`src/rtl/apb_pkg.sv`:
```
// Shared types and helpers for the APB register-file completer.
//   apb_state_t    : two-state transfer FSM encoding
//   APB_DEFAULT_ID : default contents of the read-only ID word
//   strb_to_mask   : expands up to 8 byte strobes into a 64-bit lane mask;
//                    callers truncate the result to their data width
package apb_pkg;

  typedef enum logic {
    APB_IDLE   = 1'b0,
    APB_ACCESS = 1'b1
  } apb_state_t;

  localparam logic [31:0] APB_DEFAULT_ID = 32'hA9B5_0001;

  function automatic logic [63:0] strb_to_mask(input logic [7:0] strb);
    logic [63:0] mask;
    mask = '0;
    for (int b = 0; b < 8; b++) begin
      mask[8*b +: 8] = {8{strb[b]}};
    end
    return mask;
  endfunction

endpackage

```
`src/rtl/apb_regfile_mem.sv`:
```
// Storage for words 1..DEPTH-1 of the register file (word 0 is the ID word
// and lives in the top level as a constant).
//   clk, rst  : clock, synchronous active-high clear of every stored word
//   we        : write enable for wr_idx
//   wr_idx    : word index to write
//   wmask     : per-bit write mask (byte lanes already expanded)
//   wdata     : write data
//   rd_idx    : word index to read (combinational)
//   rd_data   : stored word, or 0 for index 0 / indices beyond DEPTH-1
module apb_regfile_mem #(
  parameter int DWIDTH = 32,
  parameter int DEPTH  = 32,
  parameter int MW     = 5
) (
  input  logic              clk,
  input  logic              rst,
  input  logic              we,
  input  logic [MW-1:0]     wr_idx,
  input  logic [DWIDTH-1:0] wmask,
  input  logic [DWIDTH-1:0] wdata,
  input  logic [MW-1:0]     rd_idx,
  output logic [DWIDTH-1:0] rd_data
);

  localparam logic [MW:0] DEPTH_X = (MW+1)'(DEPTH);

  logic [DWIDTH-1:0] mem_reg [1:DEPTH-1];
  logic [DEPTH-1:1]  word_sel;

  // One-hot write decode per stored word.
  genvar gi;
  generate
    for (gi = 1; gi < DEPTH; gi++) begin : g_sel
      assign word_sel[gi] = we && (wr_idx == MW'(gi));
    end
  endgenerate

  always_ff @(posedge clk) begin
    for (int i = 1; i < DEPTH; i++) begin
      if (rst) begin
        mem_reg[i] <= '0;
      end else if (word_sel[i]) begin
        mem_reg[i] <= (mem_reg[i] & ~wmask) | (wdata & wmask);
      end
    end
  end

  always_comb begin
    rd_data = '0;
    if (rd_idx != '0 && {1'b0, rd_idx} < DEPTH_X) begin
      rd_data = mem_reg[rd_idx];
    end
  end

endmodule

```
`src/rtl/apb_slave_regfile.sv`:
```
// APB4 completer in front of a DEPTH-word register file with a read-only
// ID word at index 0, programmable wait states, byte strobes and PSLVERR.
//   clk, rst          : clock, synchronous active-high reset
//   p_sel, p_en       : APB select / enable (SETUP = sel & !en)
//   p_write           : 1 = write, 0 = read
//   addr              : byte address, low log2(DWIDTH/8) bits ignored
//   wdata, p_strb     : write data and byte-lane strobes
//   rdata             : read data, loaded at the read's SETUP edge
//   p_ready, p_slverr : transfer complete / error (error qualified by ready)
module apb_slave_regfile
  import apb_pkg::*;
#(
  parameter int          AWIDTH      = 8,
  parameter int          DWIDTH      = 32,
  parameter int          DEPTH       = 32,
  parameter int          WAIT_CYCLES = 0,
  parameter logic [31:0] ID_VALUE    = APB_DEFAULT_ID
) (
  input  logic                clk,
  input  logic                rst,
  input  logic                p_sel,
  input  logic                p_en,
  input  logic                p_write,
  input  logic [AWIDTH-1:0]   addr,
  input  logic [DWIDTH-1:0]   wdata,
  input  logic [DWIDTH/8-1:0] p_strb,
  output logic [DWIDTH-1:0]   rdata,
  output logic                p_ready,
  output logic                p_slverr
);

  localparam int NBYTES = DWIDTH / 8;
  localparam int OFS    = $clog2(NBYTES);
  localparam int IW     = AWIDTH - OFS;
  localparam int MW     = $clog2(DEPTH);
  localparam int CW     = (WAIT_CYCLES > 0) ? $clog2(WAIT_CYCLES + 1) : 1;

  localparam logic [IW:0]       DEPTH_X   = (IW+1)'(DEPTH);
  localparam logic [CW-1:0]     WAIT_LOAD = CW'(WAIT_CYCLES);
  localparam logic [DWIDTH-1:0] ID_WORD   = DWIDTH'(ID_VALUE);

  apb_state_t        state_reg, state_next;
  logic [IW-1:0]     idx_reg;
  logic              write_reg;
  logic [CW-1:0]     cnt_reg;
  logic [DWIDTH-1:0] rdata_reg;

  logic [IW-1:0]     setup_idx;
  logic              setup;
  logic              setup_ok;
  logic [DWIDTH-1:0] setup_word;
  logic [DWIDTH-1:0] mem_rdata;
  logic              acc_err;
  logic              mem_we;
  logic [DWIDTH-1:0] wmask;

  // Byte-offset address bits carry no information for word accesses.
  generate
    if (OFS > 0) begin : g_unused_ofs
      logic unused_addr_bits;
      assign unused_addr_bits = ^addr[OFS-1:0];
    end
  endgenerate

  assign setup_idx = addr[AWIDTH-1:OFS];
  assign setup     = (state_reg == APB_IDLE) && p_sel && !p_en;
  // Unsigned compare on the full index so large addresses never alias.
  assign setup_ok  = ({1'b0, setup_idx} < DEPTH_X);

  always_comb begin
    setup_word = '0;
    if (setup_ok) begin
      setup_word = (setup_idx == '0) ? ID_WORD : mem_rdata;
    end
  end

  // Error decode uses only the SETUP-captured index and direction.
  assign acc_err  = !({1'b0, idx_reg} < DEPTH_X) || (write_reg && idx_reg == '0);
  assign p_ready  = (state_reg == APB_ACCESS) && (cnt_reg == '0) && p_sel && p_en;
  assign p_slverr = p_ready && acc_err;
  assign rdata    = rdata_reg;

  assign mem_we = p_ready && write_reg && !acc_err;
  assign wmask  = DWIDTH'(strb_to_mask(8'(p_strb)));

  apb_regfile_mem #(
    .DWIDTH (DWIDTH),
    .DEPTH  (DEPTH),
    .MW     (MW)
  ) u_mem (
    .clk     (clk),
    .rst     (rst),
    .we      (mem_we),
    .wr_idx  (idx_reg[MW-1:0]),
    .wmask   (wmask),
    .wdata   (wdata),
    .rd_idx  (setup_idx[MW-1:0]),
    .rd_data (mem_rdata)
  );

  always_comb begin
    state_next = state_reg;
    case (state_reg)
      APB_IDLE: begin
        if (setup) state_next = APB_ACCESS;
      end
      APB_ACCESS: begin
        // Either normal completion or a master abort (select dropped).
        if (!p_sel || p_ready) state_next = APB_IDLE;
      end
      default: state_next = APB_IDLE;
    endcase
  end

  always_ff @(posedge clk) begin
    if (rst) begin
      state_reg <= APB_IDLE;
      idx_reg   <= '0;
      write_reg <= 1'b0;
      cnt_reg   <= '0;
      rdata_reg <= '0;
    end else begin
      state_reg <= state_next;
      if (setup) begin
        idx_reg   <= setup_idx;
        write_reg <= p_write;
        cnt_reg   <= WAIT_LOAD;
        if (!p_write) rdata_reg <= setup_word;
      end else if (state_reg == APB_ACCESS && cnt_reg != '0) begin
        cnt_reg <= cnt_reg - 1'b1;
      end
    end
  end

endmodule

```
`config.mk`:
```
export PLATFORM = sky130hd
export DESIGN_NAME = apb_slave_regfile
export DESIGN_NICKNAME = d
export VERILOG_FILES = /design/src/rtl/apb_pkg.sv /design/src/rtl/apb_regfile_mem.sv /design/src/rtl/apb_slave_regfile.sv
export SDC_FILE = /design/constraint.sdc
export NUM_CORES = 2
export LEC_CHECK = 0
export ABC_AREA = 1
export CORE_AREA = 2 2 421 423
export CTS_BUF_LIST = sky130_fd_sc_hd__clkbuf_8
export DETAILED_ROUTE_END_ITERATION = 6
export DIE_AREA = 0 0 423 425
export PLACE_DENSITY = 0.48
export SYNTH_ARGS = -nofsm -noshare
export SYNTH_HDL_FRONTEND = slang
export SYNTH_SLANG_ARGS = --single-unit
export TNS_END_PERCENT = 10
```
`constraint.sdc`:
```
create_clock -name clk -period 4.2 [get_ports clk]
set_input_delay 0.63 -clock clk [delete_from_list [all_inputs] [get_ports clk]]
set_output_delay 0.63 -clock clk [all_outputs]
set_load 0.01 [all_outputs]
```
Yosys cells after proc, flatten, opt, wreduce, memory -nomap -nowiden
Memory sizes are Yosys's and may differ from the RTL's.
Cells that the tools add are included.
{ "op_classes": {"add_sub_neg": 1, "multipliers": 0, "n_div": 0, "n_lt_le_gt_ge": 2, "eq_ne": 31, "n_shift": 0, "muxes": 132, "n_bitwise": 98, "n_reduce_logical": 52} }
{ "op_table": {"columns": ["operator", "count"], "rows": [
  ["$mux 32", 34],
  ["$and 32x32->32", 32],
  ["$or 32x32->32", 31],
  ["$mux 1", 97],
  ["$eq 5x5->1 const B", 16],
  ["$logic_and 1x1->1", 41],
  ["$eq 5x4->1 const B", 8],
  ["$not 32->32", 1],
  ["$or 1x1->1", 31],
  ["$eq 5x3->1 const B", 4],
  ["$logic_not 6->1", 2],
  ["$lt 6x6->1 const B", 2],
  ["$eq 5x2->1 const B", 2],
  ["$eq 5x1->1 const B", 1],
  ["$reduce_bool 5->1", 1],
  ["$logic_not 1->1", 4],
  ["$not 1->1", 3],
  ["$logic_or 1x1->1", 2],
  ["$pmux 1 s2", 1],
  ["$reduce_and 2->1", 1],
  ["$reduce_or 2->1", 1],
  ["$sub 1x1->1 const B", 1]
]} }
{ "totals": {"regBits": 41, "latch_bits": 0, "ram_bits": 992, "rom_bits": 0, "input_bits": 49, "output_inout_bits": 34, "n_memories": 1} }
{ "mem_list": {"columns": ["name", "depth", "word_bits", "rd", "rd_clocked_by_memory_dff", "wr", "line", "source"], "rows": [
  ["u_mem.mem_reg", 31, 32, 32, 0, 31, "apb_regfile_mem.sv:27", "logic [DWIDTH-1:0] mem_reg [1:DEPTH-1];"]
]} }

Longest topological paths before layout
{ "logic_depth": {"depth_word": 11, "mapped_depth": 13, "ltp_nobuf": 10} }

By module
From an unflattened synthesis, not the netlist that was laid out.
{ "unflattened": {"hier_cells": 6781, "area_unflattened_um2": 54937.7} }
{ "modules_own_cells": {"columns": ["module", "n_inst", "cells_per_inst", "area_per_inst_um2", "seq_area_each_um2"], "rows": [
  ["apb_regfile_mem", 1, 6517, 53095.9, 29788.6],
  ["apb_slave_regfile", 1, 264, 1841.8, 820.8]
]} }

Least setup slack after synthesis
OpenSTA, ideal clock, no wires.
{ "synth_path": {"path_kind": "in2reg", "start": "input port p_sel", "end": "memory u_mem.mem_reg[10][0], enable pin", "setup_ps": 466, "arrival_time_ps": 3790, "t_required_ps": 3734, "slack_ps": -56, "path_stages": 7, "n_path_buf": 1, "path_cell_list": "nand3_1 -> nor2_4 -> nand2_2 -> nor2_4 -> nand2_1 -> clkbuf_1 -> o21ai_0"} }
{ "synth_lines": {"columns": ["item", "line", "source"], "rows": [
  ["start: declaration", "apb_slave_regfile.sv:21", "input logic p_sel,"],
  ["end: declaration", "apb_regfile_mem.sv:27", null]
]} }

Worst setup path in the final report
{ "layout_path": {"start": "register idx_reg[1]", "end": "output port p_slverr"} }
{ "layout_between": {"elab_chain_cells": 4, "elab_cells_between_ends": 6, "classes_between": "order compare (1); reduce/logical (5)"} }
{ "layout_rtl": {"columns": ["item", "line", "source"], "rows": [
  ["start: declaration", "apb_slave_regfile.sv:43", "logic [IW-1:0] idx_reg;"],
  ["start signal: assignment", "apb_slave_regfile.sv:125", "idx_reg <= setup_idx;"],
  ["$lt 6x6->1 / $logic_not 6->1 (equally long branches)", "apb_slave_regfile.sv:78", "assign acc_err = !({1'b0, idx_reg} < DEPTH_X) || (write_reg && idx_reg == '0);"],
  ["$logic_not 1->1 / $logic_and 1x1->1 (equally long branches)", "apb_slave_regfile.sv:78", null],
  ["$logic_or 1x1->1 (*)", "apb_slave_regfile.sv:78", null],
  ["$logic_and 1x1->1 (*)", "apb_slave_regfile.sv:80", "assign p_slverr = p_ready && acc_err;"],
  ["end: declaration", "apb_slave_regfile.sv:29", "output logic p_slverr"]
]} }
Every way passes the cells marked *; elsewhere a longest branch is shown, timed or not.

==> summary.md <==
| Metric | Value |
|---|---|
| Initial Util | 0.308 |
| Worst Path Arrival | about 2.8 ns |
| Layout cells sized above 1 | 0.0760 |
| PnR worst setup slack | around 0.75 ns |
| WS Path Type | register to output port |
| Total clock sinks | around 1000 |
| Largest net degree at the start of global routing | about 150 |
| Kind of end point of the critical path | output port |
| First-pass GRT wire length | between 200000 and 300000 um |
| Antenna Nets Post-Route | 0 |
| Quantity of gates resized following cts | 0 |
| Yosys Warn Count | 0 |
| Vias | ~44000 |
| Total CTS buffers | 187 |
| HP Class | primary input to register |
| Residual DRC | 0 |
| Register area share after synthesis | 0.567 |
| Final Instance Count excl. Fillers | slightly below 9000 |
| Post CTS Setup Buffer Count | 0 |
| Yosys reg bits | around 1000 |
| Initial drt markers | 3950 |
| Die H | about 430 um |
| Initial antenna violation count | 1 |
| Met3 wire len | ~10000 um |
| Synth top area cells | edfxtp_1 55%, nand2_1 11%, a21oi_1 9.8%, nor2_1 8.4%, nand3_1 4.6% |
| Synth-to-Final Area Change | 12.3% |
| CP max stage cell | clkdlybuf4s50_1 |
| Hold-fix buffers, CTS | 0 |
| Mapped Nets | approximately 6500 |
| Measured slew at the worst slew-check pin | a little under 1 ns |
| Fin crit share | 0.822 |
| Root buf cell | clkbuf_8 |
| Synth Area in XOR/XNOR | 0 |
| Via density | approximately 5.0 |
| DIE AREA | approximately 180000 um2 |
| Later-pin clock latency in the skew report | between 0.9 and 1 ns |
| CP Cell Sequence | inv_1 > nand2_2 > nor2_2 > nand3_1 > a21boi_0 > clkdlybuf4s50_1 |
| Detailed Place HPWL | 107000 um |
| Leak | 0.0242 uW |
| Top cell type's share of synthesized area | 0.552 |
| IO buf count | 80 |
| Number of flip-flops under the largest register name | 992 |
| Post-placement cell count | 8511 |
| Synth Area per Inst | 8.37 um2 |
| I/O pin cnt | between 80 and 90 |
| Reg clk slew, reported paths | approximately 0.060 ns |
| Min Clock Period, post-route | between 3 and 4 ns |
| Detailed Routing Iterations Pass 1 | 5 |
| Core ar. | around 180000 um2 |
| Rel. slew slack | 0.340 |
| Max Buffers Root-to-Sink | 3 |
| Avg WL per Cell | roughly 21 um |
| WL final | between 150000 and 200000 um |
| Final Hold Viols | 0 |
| Sequential cell area | between 30000 and 40000 um2 |
| Area of the multi-input gates | 19500 um2 |
| Adder-cell area share of the yosys netlist | 0 |
| Final GP Congestion | approximately 0.83 |
| Row Count | 154 |
| Critical Path RT | 3.57 ns |
| Power per cell area | about 380 nW/um2 |
| Cell variety after synth | 28 |
| Htree depth | 4 |
| Mux contribution to synthesized area | 0 |
| Max-cap viol count | 0 |
| Final core occ | 0.346 |
| Max incr delay on CP | between 0.5 and 0.6 ns |
| Synth Area in Compound Gates | 0.105 |
| Largest family of logic cells by synthesized area | simple AND/OR/NAND/NOR gates |
| Met2 wire len | 91300 um |
| Area leader, netlist | edfxtp_1 |
| Die width | 423 um |
| # fillers | between 15000 and 20000 |
| Flop-to-flop setup slack | approximately 1.4 ns |
| Startpoint Class | register |
| Crit path max fanout | 5 |
| Uppermost layer routed | met4 |
| RSZ-0062 raised after global routing | no |
| Nets | 6409 |
| Grt total ovfl | 0 |
| Synth Cell Area | between 50000 and 60000 um2 |
| Post-Syn Instances | 6449 |
| Setup-failing EPs final | 0 |
| Maximum vdd drop | approximately 0.21 mV |
| Clk_skew | 0.0443 ns |
| Upper clock frequency limit | between 200 and 300 MHz |
| Vias in the first global route | roughly 41000 |
| Pre-CTS setup slack | 0.802 ns |
| Fin. max-slew vios | 0 |
| Outcome | complete, no violations |
| Gr usage total | 0.206 |
| CTS tree | built |
| Metal1 wirelength | around 83000 um |
| Simple-gate portion of the synthesized area | 0.249 |
[logic make-up (layout without fill, tap and decap cells)]
| kind of cell | Yosys count | after routing |
|---|---|---|
| simple gates | 3297 | 3297 |
| compound gates | 1129 | 1129 |
| flops | 1033 | 1033 |
| buf+inv | 990 | 1045 |
| other cells | 0 | 1 |
[metrics by stage]
| stage | cell area [um2] | hold WS [ns] | total power, uW | TNS (ns) |
|---|---|---|---|---|
| floorplan | 54000 | 0.435 | 13500 | -17.91 |
| detailed placement | 57300 | 0.441 | 14500 | 0 |
| global route | 60600 | 0.229 | 24000 | 0 |
| finish | 60600 | 0.265 | 23100 | 0 |
| CTS | 60600 | 0.146 | 23300 | 0 |
| global placement | 57300 | 0.444 | 14400 | 0 |
[cells in the final DEF (no fill, tap or decap), drive strengths merged]
master and count:
a21boi 1, a21oi 1057, a31oi 1, buf 163
bufinv 1, clkbuf 202, clkdlybuf4s50 75, clkinv 36
clkinvlp 4, dfxtp 41, diode 1, edfxtp 992
inv 564, nand2 1535, nand3 507, nand4 16
nor2 1237, nor3 1, nor4 1, o21a 1
o21ai 68, o31ai 1
[Yosys cell counts]
master       n
o21ai_0     68
buf_6       43
nand4_1      5
a21boi_0     1
clkinv_1     5
nor2_2      32
o31ai_1      1
inv_2        3
edfxtp_1   992
a31oi_1      1
nand2_2      3
inv_1      466
buf_1       39
nor2_1    1203
nand3_4     10
nor4_1       1
nand2_1   1532
buf_4       23
clkbuf_1   311
nor2_4       2
a21oi_1   1057
buf_12       1
nor3_1       1
nand3_1    497
buf_2       99
nand4_4     11
o21a_1       1
dfxtp_1     41
[worst paths after layout]
path	startpoint	to	cells after the start
setup / recovery	idx_reg[1]$_SDFFE_PP0P_	p_slverr	6
hold / removal	addr[3]	idx_reg[1]$_SDFFE_PP0P_	3
setup reg to reg	idx_reg[4]$_SDFFE_PP0P_	u_mem.mem_reg[14][12]$_SDFFCE_PN0P_	7
hold reg to reg	rdata[9]$_SDFFE_PP0P_	rdata[9]$_SDFFE_PP0P_	2
[per-layer routing]
layer,vias up,global-route usage
met2,1284,0.349
met3,246,0.0253
met5,-,0
met1,21300,0.273
met4,0,0.0644
li1,21081,-
[critical path, delay by kind of cell (launching register included)]
kind / cells / cell delay, ns
buffers and inverters: 2 / 0.68
and+or+nand+nor: 3 / 0.63
DFF: 1 / 0.32
AOI/OAI and AO/OA: 1 / 0.25
[report_power, final]
| part | switching (uW) | total (uW) | internal, uW |
|---|---|---|---|
| sequential | 177 | 11800 | 11600 |
| clock | 4410 | 8860 | 4440 |
| combinational | 1800 | 2450 | 659 |
[layout make-up]
| class | count | area share |
|---|---|---|
| antenna | 1 | 0.0000413 |
| clock buffer | 202 | 0.0459 |
| clock inverter | 131 | 0.00927 |
| inverter | 474 | 0.0301 |
| multi-input combinational | 4426 | 0.322 |
| sequential | 1033 | 0.505 |
| tap | 2340 | 0.0483 |
| timing repair buffer | 238 | 0.0392 |
(Power assumes the default switching activity.)
